File: src/rtl/ex_muldiv_pkg.sv
// Shared types and constants for the execute-stage multiply/divide unit.
// The op encoding matches the RV32M funct3 field so it can be driven straight from decode.
package muldiv_pkg;

  localparam int XLEN = 32;

  typedef enum logic [2:0] {
    MUL    = 3'b000,
    MULH   = 3'b001,
    MULHSU = 3'b010,
    MULHU  = 3'b011,
    DIV    = 3'b100,
    DIVU   = 3'b101,
    REM    = 3'b110,
    REMU   = 3'b111
  } muldiv_op_e;

  typedef enum logic [1:0] {
    IDLE  = 2'd0,
    CALC  = 2'd1,
    FIXUP = 2'd2,
    DONE  = 2'd3
  } muldiv_state_e;

  localparam logic [XLEN-1:0] DIV_ZERO_Q = '1;
  localparam logic [XLEN-1:0] DIV_OVF_Q  = 32'h8000_0000;

endpackage

File: src/rtl/ex_muldiv_if.sv
// Start/busy/done handshake and operand/result bus between the EX stage and the muldiv unit.
// The master side is the pipeline; the slave side is the iterative unit.
interface ex_muldiv_if
  import muldiv_pkg::*;
#(
  parameter int WIDTH = XLEN
);
  logic             start;
  logic             flush;
  logic [2:0]       MulDivOp;
  logic [WIDTH-1:0] SrcA;
  logic [WIDTH-1:0] SrcB;
  logic             Busy;
  logic             Done;
  logic [WIDTH-1:0] MulDivResult;
  logic             Stall;

  modport master (
    output start, flush, MulDivOp, SrcA, SrcB,
    input  Busy, Done, MulDivResult, Stall
  );

  modport slave (
    input  start, flush, MulDivOp, SrcA, SrcB,
    output Busy, Done, MulDivResult, Stall
  );
endinterface

File: src/rtl/ex_muldiv.sv
// Radix-2 iterative RV32M multiply/divide: shift-add multiply, restoring divide on magnitudes,
// signs reapplied in a single FIXUP cycle. One shared 2*WIDTH accumulator serves both datapaths.
module ex_muldiv
  import muldiv_pkg::*;
#(
  parameter int WIDTH = XLEN
) (
  input logic        clk,
  input logic        rst,
  ex_muldiv_if.slave bus
);

  localparam int CW = $clog2(WIDTH);

  muldiv_state_e      state_reg, state_next;
  logic [CW-1:0]      cnt_reg, cnt_next;
  muldiv_op_e         op_reg, op_next;
  logic               neg_q_reg, neg_q_next;
  logic               neg_r_reg, neg_r_next;
  logic [WIDTH-1:0]   a_mag_reg, a_mag_next;
  logic [WIDTH-1:0]   b_mag_reg, b_mag_next;
  logic [2*WIDTH-1:0] acc_reg, acc_next;
  logic [WIDTH-1:0]   result_reg, result_next;

  function automatic logic [WIDTH-1:0] cneg_w(input logic [WIDTH-1:0] x, input logic neg);
    return neg ? ((~x) + WIDTH'(1)) : x;
  endfunction

  function automatic logic [2*WIDTH-1:0] cneg_2w(input logic [2*WIDTH-1:0] x, input logic neg);
    return neg ? ((~x) + (2*WIDTH)'(1)) : x;
  endfunction

  muldiv_op_e       op_in;
  logic             sgn_a, sgn_b, a_neg, b_neg;
  logic [WIDTH-1:0] a_mag, b_mag;
  logic             div_zero, div_ovf;

  always_comb begin
    op_in    = muldiv_op_e'(bus.MulDivOp);
    sgn_a    = (op_in == MULH) || (op_in == MULHSU) || (op_in == DIV) || (op_in == REM);
    sgn_b    = (op_in == MULH) || (op_in == DIV) || (op_in == REM);
    a_neg    = sgn_a & bus.SrcA[WIDTH-1];
    b_neg    = sgn_b & bus.SrcB[WIDTH-1];
    a_mag    = cneg_w(bus.SrcA, a_neg);
    b_mag    = cneg_w(bus.SrcB, b_neg);
    div_zero = op_in[2] && (bus.SrcB == '0);
    div_ovf  = ((op_in == DIV) || (op_in == REM)) &&
               (bus.SrcA == {1'b1, {(WIDTH-1){1'b0}}}) && (bus.SrcB == '1);
  end

  // Multiply step: low half holds the remaining multiplier bits, high half the partial sum.
  logic [WIDTH:0]     mul_sum;
  logic [2*WIDTH-1:0] mul_acc;
  // Divide step: high half is the partial remainder, low half shifts dividend out and quotient in.
  logic [WIDTH:0]     div_shift, div_diff;
  logic               div_ge;
  logic [2*WIDTH-1:0] div_acc;

  always_comb begin
    mul_sum   = {1'b0, acc_reg[2*WIDTH-1:WIDTH]} + {1'b0, (acc_reg[0] ? a_mag_reg : '0)};
    mul_acc   = {mul_sum, acc_reg[WIDTH-1:1]};
    div_shift = {acc_reg[2*WIDTH-1:WIDTH], acc_reg[WIDTH-1]};
    div_diff  = div_shift - {1'b0, b_mag_reg};
    div_ge    = ~div_diff[WIDTH];
    div_acc   = {(div_ge ? div_diff[WIDTH-1:0] : div_shift[WIDTH-1:0]),
                 acc_reg[WIDTH-2:0], div_ge};
  end

  logic [2*WIDTH-1:0] prod_s;
  logic [WIDTH-1:0]   quo_s, rem_s, fix_result;

  always_comb begin
    prod_s = cneg_2w(acc_reg, neg_q_reg);
    quo_s  = cneg_w(acc_reg[WIDTH-1:0], neg_q_reg);
    rem_s  = cneg_w(acc_reg[2*WIDTH-1:WIDTH], neg_r_reg);
    case (op_reg)
      MUL:             fix_result = prod_s[WIDTH-1:0];
      MULH, MULHSU,
      MULHU:           fix_result = prod_s[2*WIDTH-1:WIDTH];
      DIV, DIVU:       fix_result = quo_s;
      default:         fix_result = rem_s;
    endcase
  end

  always_comb begin
    state_next  = state_reg;
    cnt_next    = cnt_reg;
    op_next     = op_reg;
    neg_q_next  = neg_q_reg;
    neg_r_next  = neg_r_reg;
    a_mag_next  = a_mag_reg;
    b_mag_next  = b_mag_reg;
    acc_next    = acc_reg;
    result_next = result_reg;
    case (state_reg)
      IDLE: begin
        if (bus.start && !bus.flush) begin
          op_next    = op_in;
          a_mag_next = a_mag;
          b_mag_next = b_mag;
          neg_q_next = a_neg ^ b_neg;
          neg_r_next = a_neg;
          cnt_next   = CW'(WIDTH-1);
          if (div_zero) begin
            result_next = ((op_in == DIV) || (op_in == DIVU)) ? DIV_ZERO_Q : bus.SrcA;
            state_next  = DONE;
          end else if (div_ovf) begin
            result_next = (op_in == DIV) ? DIV_OVF_Q : '0;
            state_next  = DONE;
          end else begin
            // Multiply shifts the multiplier through the accumulator; divide shifts the dividend.
            acc_next   = {{WIDTH{1'b0}}, (op_in[2] ? a_mag : b_mag)};
            state_next = CALC;
          end
        end
      end
      CALC: begin
        if (bus.flush) begin
          state_next = IDLE;
        end else begin
          acc_next = op_reg[2] ? div_acc : mul_acc;
          if (cnt_reg == '0) state_next = FIXUP;
          else               cnt_next   = cnt_reg - CW'(1);
        end
      end
      FIXUP: begin
        if (bus.flush) begin
          state_next = IDLE;
        end else begin
          result_next = fix_result;
          state_next  = DONE;
        end
      end
      default: state_next = IDLE;
    endcase
  end

  always_ff @(posedge clk or posedge rst) begin
    if (rst) begin
      state_reg  <= IDLE;
      cnt_reg    <= '0;
      op_reg     <= MUL;
      neg_q_reg  <= 1'b0;
      neg_r_reg  <= 1'b0;
      a_mag_reg  <= '0;
      b_mag_reg  <= '0;
      acc_reg    <= '0;
      result_reg <= '0;
    end else begin
      state_reg  <= state_next;
      cnt_reg    <= cnt_next;
      op_reg     <= op_next;
      neg_q_reg  <= neg_q_next;
      neg_r_reg  <= neg_r_next;
      a_mag_reg  <= a_mag_next;
      b_mag_reg  <= b_mag_next;
      acc_reg    <= acc_next;
      result_reg <= result_next;
    end
  end

  always_comb begin
    bus.Busy         = (state_reg == CALC) || (state_reg == FIXUP);
    bus.Done         = (state_reg == DONE);
    bus.MulDivResult = result_reg;
    bus.Stall        = (bus.start && (state_reg == IDLE) && !bus.flush) || bus.Busy;
  end

endmodule

File: src/flat_wrapper.sv
// flat-port wrapper written by rule: the top's interface ports become plain ports
module ex_muldiv_flat import muldiv_pkg::*;
#(
  parameter int WIDTH = XLEN
)
  (clk, rst, bus_start, bus_flush, bus_MulDivOp, bus_SrcA, bus_SrcB, bus_Busy, bus_Done, bus_MulDivResult, bus_Stall);
  ex_muldiv_if #(.WIDTH(WIDTH)) bus_i ();
  input logic clk;
  input logic rst;
  input wire logic [$bits(bus_i.start)-1:0] bus_start;
  input wire logic [$bits(bus_i.flush)-1:0] bus_flush;
  input wire logic [$bits(bus_i.MulDivOp)-1:0] bus_MulDivOp;
  input wire logic [$bits(bus_i.SrcA)-1:0] bus_SrcA;
  input wire logic [$bits(bus_i.SrcB)-1:0] bus_SrcB;
  output wire logic [$bits(bus_i.Busy)-1:0] bus_Busy;
  output wire logic [$bits(bus_i.Done)-1:0] bus_Done;
  output wire logic [$bits(bus_i.MulDivResult)-1:0] bus_MulDivResult;
  output wire logic [$bits(bus_i.Stall)-1:0] bus_Stall;
  assign bus_i.start = bus_start;
  assign bus_i.flush = bus_flush;
  assign bus_i.MulDivOp = bus_MulDivOp;
  assign bus_i.SrcA = bus_SrcA;
  assign bus_i.SrcB = bus_SrcB;
  assign bus_Busy = bus_i.Busy;
  assign bus_Done = bus_i.Done;
  assign bus_MulDivResult = bus_i.MulDivResult;
  assign bus_Stall = bus_i.Stall;
  ex_muldiv #(.WIDTH(WIDTH)) u_core (.clk(clk), .rst(rst), .bus(bus_i));
endmodule
File: config.mk
export PLATFORM = sky130hd
export DESIGN_NAME = ex_muldiv_flat
export DESIGN_NICKNAME = d
export VERILOG_FILES = /design/src/rtl/ex_muldiv_pkg.sv /design/src/rtl/ex_muldiv_if.sv /design/src/rtl/ex_muldiv.sv /design/src/flat_wrapper.sv
export SDC_FILE = /design/constraint.sdc
export NUM_CORES = 1
export LEC_CHECK = 0
export ABC_AREA = 0
export ABC_CLOCK_PERIOD_IN_PS = 6000
export BUFFER_PORTS_ARGS = -buffer_cell sky130_fd_sc_hd__buf_4
export CAP_MARGIN = 20
export CORE_MARGIN = 4
export CORE_UTILIZATION = 58
export CTS_BUF_LIST = sky130_fd_sc_hd__clkbuf_8
export DETAILED_ROUTE_END_ITERATION = 12
export PLACE_DENSITY = 0.82
export SYNTH_ARGS = -nofsm -noshare
export SYNTH_HDL_FRONTEND = slang
export SYNTH_SLANG_ARGS = --single-unit
File: constraint.sdc
create_clock -name clk -period 6 [get_ports clk]
set_clock_uncertainty 0.05 [all_clocks]
set_input_delay 0.9 -clock clk [delete_from_list [all_inputs] [get_ports clk]]
set_output_delay 0.9 -clock clk [all_outputs]
set_load 0.01 [all_outputs]
== Word level (Yosys, flattened, before mapping) ==
Index checks and enable logic that the tools add are counted.

* Output and inout bits: 35
* Input port bits: 71
* Register bits after elaboration: 172
* Logic and storage cells: 111

* Equal/unequal tests: 23
* Reduce and logical (&&, ||, !) cells: 29
* Bitwise operators: 9
* Add/sub/neg operators: 8
* Multiplexer cells: 33

{| class="wikitable"
|+ Operators by type and width
! operator !! number
|-
| two-way mux 32 bit || 13
|-
| two-way mux 64 bit || 6
|-
| adder 32 x 1 -> 32 bit, second input constant || 4
|-
| inverter 32 bit || 4
|-
| case mux 64 bit (2 select lines) || 1
|-
| case mux 32 bit (3 select lines) || 1
|-
| adder 64 x 1 -> 64 bit, second input constant || 1
|-
| == test 32 bit, second input constant || 2
|-
| inverter 64 bit || 1
|-
| case mux 32 bit (2 select lines) || 1
|-
| adder 32 x 32 -> 33 bit || 1
|-
| subtractor 33 x 32 -> 33 bit || 1
|-
| zero test 32 bit || 1
|-
| == test 3 bit, second input constant || 5
|-
| two-way mux 5 bit || 3
|-
| two-way mux 2 bit || 6
|-
| inequality test 2 bit, second input constant || 5
|-
| case mux 5 bit (2 select lines) || 1
|-
| == test 3 x 2 -> 1 bit, second input constant || 3
|-
| logical OR 1 bit || 9
|-
| AND reduction 4 bit || 2
|-
| == test 3 x 1 -> 1 bit, second input constant || 2
|-
| logical AND 1 bit || 6
|-
| case mux 2 bit (3 select lines) || 1
|-
| 18 further kinds || 22
|}

== Depth between registers and ports, before layout ==
Gate-level depths: netlist of the first run.

* Depth after elaboration: 11
* Mapped depth: 15
* Gate-level depth less buffers: 13

== Least setup slack after synthesis of the first run ==
OpenSTA, ideal clock, no wires.

* Kind: input to register
* Start point: in bus_SrcB[4]
* End point: reg u_core.acc_reg[27]
* Stages on the path: 9
* Arrival: 3.534 ns
* Library setup time: 0.082 ns
* Path slack: 2.334 ns
* Cell sequence: or4_4 > or4_4 > or3_1 > or4_4 > o41ai_2 > xnor2_1 > nor2_1 > a211o_1 > a31oi_1

* Word-level cells in the longest chain between the ends: 8
* Elaborated cells between the ends (all ways): 15
* Those cells by class: add/sub: 1; eq/ne: 3; mux: 6; bitwise: 1; reduce/logical: 4

{| class="wikitable"
|+ RTL lines
! element !! line !! text
|-
| start: declaration || flat_wrapper.sv:14 || <nowiki>input wire logic [$bits(bus_i.SrcB)-1:0] bus_SrcB;</nowiki>
|-
| inverter 32 bit || ex_muldiv.sv:26 || <nowiki>return neg ? ((~x) + WIDTH'(1)) : x;</nowiki>
|-
| adder 32 x 1 -> 32 bit || ex_muldiv.sv:26 ||
|-
| two-way mux 32 bit || ex_muldiv.sv:26 ||
|-
| two-way mux 32 bit || ex_muldiv.sv:112 || <nowiki>acc_next = {{WIDTH{1'b0}}, (op_in[2] ? a_mag : b_mag)};</nowiki>
|-
| two-way mux 64 bit || ex_muldiv.sv:107 || <nowiki>end else if (div_ovf) begin</nowiki>
|-
| two-way mux 64 bit || ex_muldiv.sv:104 || <nowiki>if (div_zero) begin</nowiki>
|-
| two-way mux 64 bit || ex_muldiv.sv:97 || <nowiki>if (bus.start && !bus.flush) begin</nowiki>
|-
| case mux 64 bit (2 select lines) || ex_muldiv.sv:95 || <nowiki>case (state_reg)</nowiki>
|-
| end signal: assignment || ex_muldiv.sv:157 || <nowiki>acc_reg <= acc_next;</nowiki>
|-
| end: declaration || ex_muldiv.sv:22 || <nowiki>logic [2*WIDTH-1:0] acc_reg, acc_next;</nowiki>
|}

Parallel ways exist; a longest one is shown, timed or not. The select of a mux whose other input is x is not followed.
A chain may end at the register's enable or synchronous reset.

== Worst setup path in the final report of the first run ==
* Start point: reg u_core.acc_reg[31]
* End point: reg u_core.acc_reg[61]

* Word-level cells in the longest chain between the ends: 5

{| class="wikitable"
|+ RTL lines
! element !! line !! text
|-
| subtractor 33 x 32 -> 33 bit || ex_muldiv.sv:63 || <nowiki>div_diff = div_shift - {1'b0, b_mag_reg};</nowiki>
|-
| two-way mux 32 bit || ex_muldiv.sv:65 || <nowiki>div_acc = {(div_ge ? div_diff[WIDTH-1:0] : div_shift[WIDTH-1:0]),</nowiki>
|-
| two-way mux 64 bit || ex_muldiv.sv:121 || <nowiki>acc_next = op_reg[2] ? div_acc : mul_acc;</nowiki>
|-
| two-way mux 64 bit || ex_muldiv.sv:118 || <nowiki>if (bus.flush) begin</nowiki>
|-
| case mux 64 bit (2 select lines) || ex_muldiv.sv:95 ||
|}

Every way passes these cells. The select of a mux whose other input is x is not followed.

==> impl_metrics.ini, run 1 <==
[sta]
final.period_utilization_pct = 81.3
max_freq_mhz = 205
setup_viol = 0
report.final.slew_viol_count = 0
tns_ns = 0
worstMarginPinSlew_ns = 1.05
worst_slack_ns = 1.12
relSlewSlack_pct = 30.2
period_minus_slack_ns = 4.88
hold_viol = 0
rsz0062_at_grt = no

[yosys]
syn_avg_cell_area_um2 = 7.64
ys_dominant_reg_cell = dfrtp_1
synth_area_um2 = 16100
synthCells = 2103
ys_seq_elements = 172
yosys_warnings = 0
async_flop_share_pct = 100
synthesis.nets = 2251
synth-edff-count = 0
synth.distinct_cells = 81
ys_seq_area_share_pct = 26.8

[critical_path]
reg2reg_from = u_core.acc_reg[31]
crit_type = flip-flop to flip-flop
cp_max_fo = 19
worstPathArrival_ns = 5.17
rrSetupSlack_ns = 1.12
max_stage_delay_ns = 0.82
cp-end-kind = flip-flop
r2r_end = u_core.acc_reg[61]
critPathSlowestCell = nand3_1
crit_path_start_kind = flip-flop
crit_chain = inv_1 -> ha_1 -> fa_1 -> nand2b_1 -> a21oi_1 -> o32a_1 -> a41o_1 -> a41oi_1 -> o211ai_1 -> nand3_1 -> buf_4 -> mux2i_1 -> o221ai_1
cp.required_ns = 6.29
ff2ff_path_depth = 13

[final_layout]
layout-drive-gt1-share_pct = 10.8
layout_commonest_cell = o21ai_0
largest_reg_flops = 64
synthToLayoutAreaGrowth_pct = 8.19
nets = 2255
instances_no_fill = 2492
n_fill_cell = 2398
antenna_cells = 0
finish.utilization_pct = 64.1
mostFrequentLayoutCells = o21ai_0 (236), nand2_1 (220), nor2_1 (182)

[clock_network]
cts_buffers = 17
cts_tree = yes
clock_tree.buffer_depth = 2
root_buffer = clkbuf_8
clk_pin_slew_ns = 0.10
hold_buffers = 0
numClockSinks = 172
h-tree-depth = 4
clk_latency_ns = 0.51
cts_setup_buffers = 0
cts_resized = 0

[route]
routed_via_density = 6.84
drt_first_pass_iters = 7
wl_per_cell_um = 22.8
totalWireLength_um = 56800
vias = 17000
drc_errors = 0
postRouteAntennaNets = 0
drt_first_iter_violations = 2518

[placement]
hpwl_um = 42800
port_buffers = 105
dp_slack_ns = 1.30
place_inst = 2459
place.gp.congestion = 1.07

[power_and_ir_drop]
p_per_area_nw_per_um2 = 534
ir_drop_mv = 0.243
p_leak_nw = 7.27

[min_path]
hold_path_startpoint = u_core.a_mag_reg[25]
hold-path-endpoint = u_core.a_mag_reg[25]
holdPathStages = 2
min_path_type = flip-flop to flip-flop

[global_route]
grt_max_degree = 100
grt_first_pass_wirelength_um = 88600
track_usage_pct = 36.3
overflow = 0
antenna_found_initial = 0
grt_pass1_vias = 15800

[floorplan]
die_h_um = 174
rows = 60
die_area_um2 = 30400
initial_core_util_pct = 59.3
pin_count = 106
core-area_um2 = 27100
fp.dieW_um = 174

[flow_run]
drv_cap = 0

[run_status]
status = finished clean
-- worst max path at each step --
stage / slack, ns / to / startpoint / depth (start not counted)
2_1_floorplan: 0.39 / u_core.a_mag_reg[0] / rst / 1
3_3_place_gp: 1.29 / u_core.bus.MulDivResult[7] / bus_SrcA[26] / 11
3_5_place_dp: 1.30 / u_core.bus.MulDivResult[7] / bus_SrcA[26] / 11
4_1_cts: 1.29 / u_core.acc_reg[61] / u_core.acc_reg[31] / 13
5_1_grt: 0.96 / u_core.acc_reg[61] / u_core.acc_reg[31] / 13
6_report: 1.12 / u_core.acc_reg[61] / u_core.acc_reg[31] / 13
-- per-layer routing --
metal  routed length [µm]  up-vias  share of wire (%)  global-route usage (%)
met5                    0        -                  0                       0
met4                 3940        0                6.9                    20.2
met3                 6670      277                 12                    8.55
met2                24600     1235                 43                    55.0
met1                21600     7949                 38                    47.8
li1                     -     7574                  -                       -
-- per-stage QoR --
| step | power [W] | cell area [µm²] | hold slack, ns |
|---|---|---|---|
| after floorplan | 0.00646 | 16100 | 0.392 |
| after global routing | 0.00989 | 17400 | 0.454 |
| final | 0.00928 | 17400 | 0.431 |
| after global placement | 0.00798 | 16900 | 0.406 |
| after CTS | 0.00905 | 17400 | 0.435 |
| after detailed placement | 0.00814 | 17000 | 0.413 |
-- cell usage after synthesis, types with 55 or more instances --
library cell	n	area share [%]
a21oi_1	169	5.3
clkbuf_1	121	2.8
dfrtp_1	172	27
ha_1	75	5.8
inv_1	73	1.7
mux2i_1	55	3.4
nand2_1	220	5.1
nor2_1	182	4.3
nor3_1	58	1.8
o21ai_0	236	7.4
xnor2_1	102	5.6
xor2_1	78	4.3
-- worst max-delay path: cells and delay by family (launching register included) --
family,cells,cell delay (ns)
AO/OA/AOI/OAI,6,1.75
AND/OR/NAND/NOR,2,1.02
adder cells (fa/ha/maj),2,0.66
multiplexers,1,0.16
buffers and inverters,2,0.62
flip-flops,1,0.45
-- where the power goes --
group	switching (W)	internal, W	total [W]
registers	0.000801	0.00167	0.00247
clock network	0.000528	0.000370	0.000897
logic	0.00359	0.00233	0.00592
-- kinds of logic (layout without fill, tap and decap cells) --
kind of cell               Yosys count  after routing  share of synthesized area [%]
AOI/OAI and AO/OA                  677            677                           25.8
DFF                                172            172                           26.8
and+or+nand+nor                    702            702                           21.2
xor gates and xnor gates           180            180                           9.81
buffers and inverters              216            233                           5.25
muxes                               79             79                           5.11
adders and majority gates           77             77                           6.09
-- layout make-up --
cell class / instances / area, µm² / area share, %
Timing Repair Buffer: 127 / 965 / 5.55
Clock inverter: 13 / 149 / 0.857
Clock buffer: 19 / 262 / 1.50
Sequential cell: 172 / 4310 / 24.8
Tap cell: 372 / 465 / 2.68
Inverter: 74 / 283 / 1.63
Multi-Input combinational cell: 1715 / 11000 / 63.0
No activity file was read; power rests on OpenSTA's default activity.
==> inputs of run 2 (changes only) <==
--- a/config.mk
+++ b/config.mk
@@ -6,14 +6,14 @@
 export NUM_CORES = 1
 export LEC_CHECK = 0
 export ABC_AREA = 0
-export ABC_CLOCK_PERIOD_IN_PS = 6000
+export ABC_CLOCK_PERIOD_IN_PS = 4960
 export BUFFER_PORTS_ARGS = -buffer_cell sky130_fd_sc_hd__buf_4
 export CAP_MARGIN = 20
 export CORE_MARGIN = 4
-export CORE_UTILIZATION = 58
+export CORE_UTILIZATION = 60
 export CTS_BUF_LIST = sky130_fd_sc_hd__clkbuf_8
 export DETAILED_ROUTE_END_ITERATION = 12
-export PLACE_DENSITY = 0.82
+export PLACE_DENSITY = 0.81
 export SYNTH_ARGS = -nofsm -noshare
 export SYNTH_HDL_FRONTEND = slang
 export SYNTH_SLANG_ARGS = --single-unit
==> constraint.sdc (replaced) <==
create_clock -name clk -period 4.96 [get_ports clk]
set_clock_uncertainty 0.05 [all_clocks]
set_input_delay 0.744 -clock clk [delete_from_list [all_inputs] [get_ports clk]]
set_output_delay 0.744 -clock clk [all_outputs]
set_load 0.01 [all_outputs]
==> impl_metrics.ini, run 2 (same netlist as run 1, synthesis figures left out) <==
[sta]
relSlewSlack_pct = 30.6
rsz0062_at_grt = no
period_minus_slack_ns = 4.48
hold_viol = 0
setup_viol = 0
hold_ws_ns = 0.153
worst_slack_ns = 0.483
final.period_utilization_pct = 90.3
worstMarginPinSlew_ns = 1.03
max_freq_mhz = 223
tns_ns = 0
report.final.slew_viol_count = 0

[route]
vias = 16900
totalWireLength_um = 58600
postRouteAntennaNets = 0
drt_first_iter_violations = 2279
drc_errors = 0
routed_via_density = 6.83
wl_per_cell_um = 23.7
drt_first_pass_iters = 8

[final_layout]
instances_no_fill = 2468
layout-drive-gt1-share_pct = 11.3
antenna_cells = 0
mostFrequentLayoutCells = o21ai_0 (236), nand2_1 (220), nor2_1 (182)
synthToLayoutAreaGrowth_pct = 8.43
stdcell_area_um2 = 17400
nets = 2268
largest_reg_flops = 64
layout_commonest_cell = o21ai_0

[global_route]
track_usage_pct = 39.0
grt_max_degree = 97
antenna_found_initial = 0
grt_pass1_vias = 15500
overflow = 0
grt_first_pass_wirelength_um = 89100

[power_and_ir_drop]
ir_drop_mv = 0.363
p_per_area_nw_per_um2 = 647
p_leak_nw = 7.31

[placement]
hpwl_um = 44500
dp_slack_ns = 0.470
port_buffers = 105
place_area_um2 = 17000
place.gp.congestion = 1.02
place_inst = 2435

[min_path]
min_path_type = input pin to asynchronous set/reset pin

[critical_path]
cp_max_fo = 25
worstPathArrival_ns = 4.83
crit_type = flip-flop to flip-flop
cp.required_ns = 5.31
cp-end-kind = flip-flop
crit_path_start_kind = flip-flop

[clock_network]
hold_buffers = 0
h-tree-depth = 4
clock_tree.buffer_depth = 2
cts_resized = 0
cts_setup_buffers = 0
clk_latency_ns = 0.50
clk_pin_slew_ns = 0.11
numClockSinks = 172
cts_buffers = 17
cts_tree = yes
root_buffer = clkbuf_8

[flow_run]
drv_cap = 0

[floorplan]
fp.dieW_um = 172
die_h_um = 172
pin_count = 106
initial_core_util_pct = 61.3
rows = 59
core-area_um2 = 26200
die_area_um2 = 29500

[run_status]
status = finished clean
-- run 2: cell types whose count changed in the layout (fill, tap and decap cells not counted), sizes merged --
cell / delta
buf: +13
clkinvlp: +3
clkbuf: -2
clkinv: +2
inv: -2
bufinv: -1
-- run 2: area by class of cell --
type                    count  area [µm²]
clock buffers              17         234
clock inverters            15         155
fillers                  2301        8790
inverters                  74         282
multi-input cells        1715       11000
flip-flops and latches    172        4310
well taps                 335         419
repair buffers            140        1070
-- run 2: path summary, 6_finish.rpt --
check | from | to | slack [ns] | depth (start not counted)
min in group clk | u_core.a_mag_reg[15] | u_core.a_mag_reg[15] | 0.44 | 2
min | rst | u_core.bus.MulDivResult[18] | 0.15 | 2
min reg2reg | u_core.a_mag_reg[15] | u_core.a_mag_reg[15] | 0.44 | 2
max reg2reg | u_core.acc_reg[31] | u_core.acc_reg[42] | 0.48 | 13
max | u_core.acc_reg[31] | u_core.acc_reg[42] | 0.48 | 13
max in group asynchronous | rst | u_core.op_reg[2] | 3.50 | 3
-- run 2: power breakdown --
part | total [W] | internal [W] | switching, W
logic | 0.00733 | 0.00285 | 0.00448
clock network | 0.00104 | 0.000373 | 0.000666
registers | 0.00290 | 0.00202 | 0.000881
total | 0.0113 | 0.00524 | 0.00603
-- run 2: through the flow --
step / total power, W / util (%)
floorplan: 0.00782 / -
global placement: 0.00983 / 65.0
detailed placement: 0.00999 / 65.0
CTS: 0.0110 / 66.5
global route: 0.0120 / 66.5
finish: 0.0113 / 66.5
-- run 2: metal layers --
layer / routed length, µm / share of wire, % / GRT usage [%] / vias up
li1: - / - / - / 7585
met1: 23400 / 40 / 53.0 / 7921
met2: 25200 / 43 / 58.5 / 1130
met3: 6260 / 11 / 8.37 / 218
met4: 3700 / 6.3 / 20.5 / 0
met5: 0 / 0 / 0 / -
-- run 2: critical path, stage by stage (launching register included) --
cell and delay (ns):
dfrtp_1 0.45, inv_1 0.13, ha_1 0.26, fa_1 0.44, nand2b_1 0.19, a21oi_1 0.23
o32a_1 0.28, a41o_1 0.33, a41oi_1 0.26, o211ai_1 0.44, nand3_1 0.55, buf_12 0.37
and3_1 0.18, o31ai_1 0.22
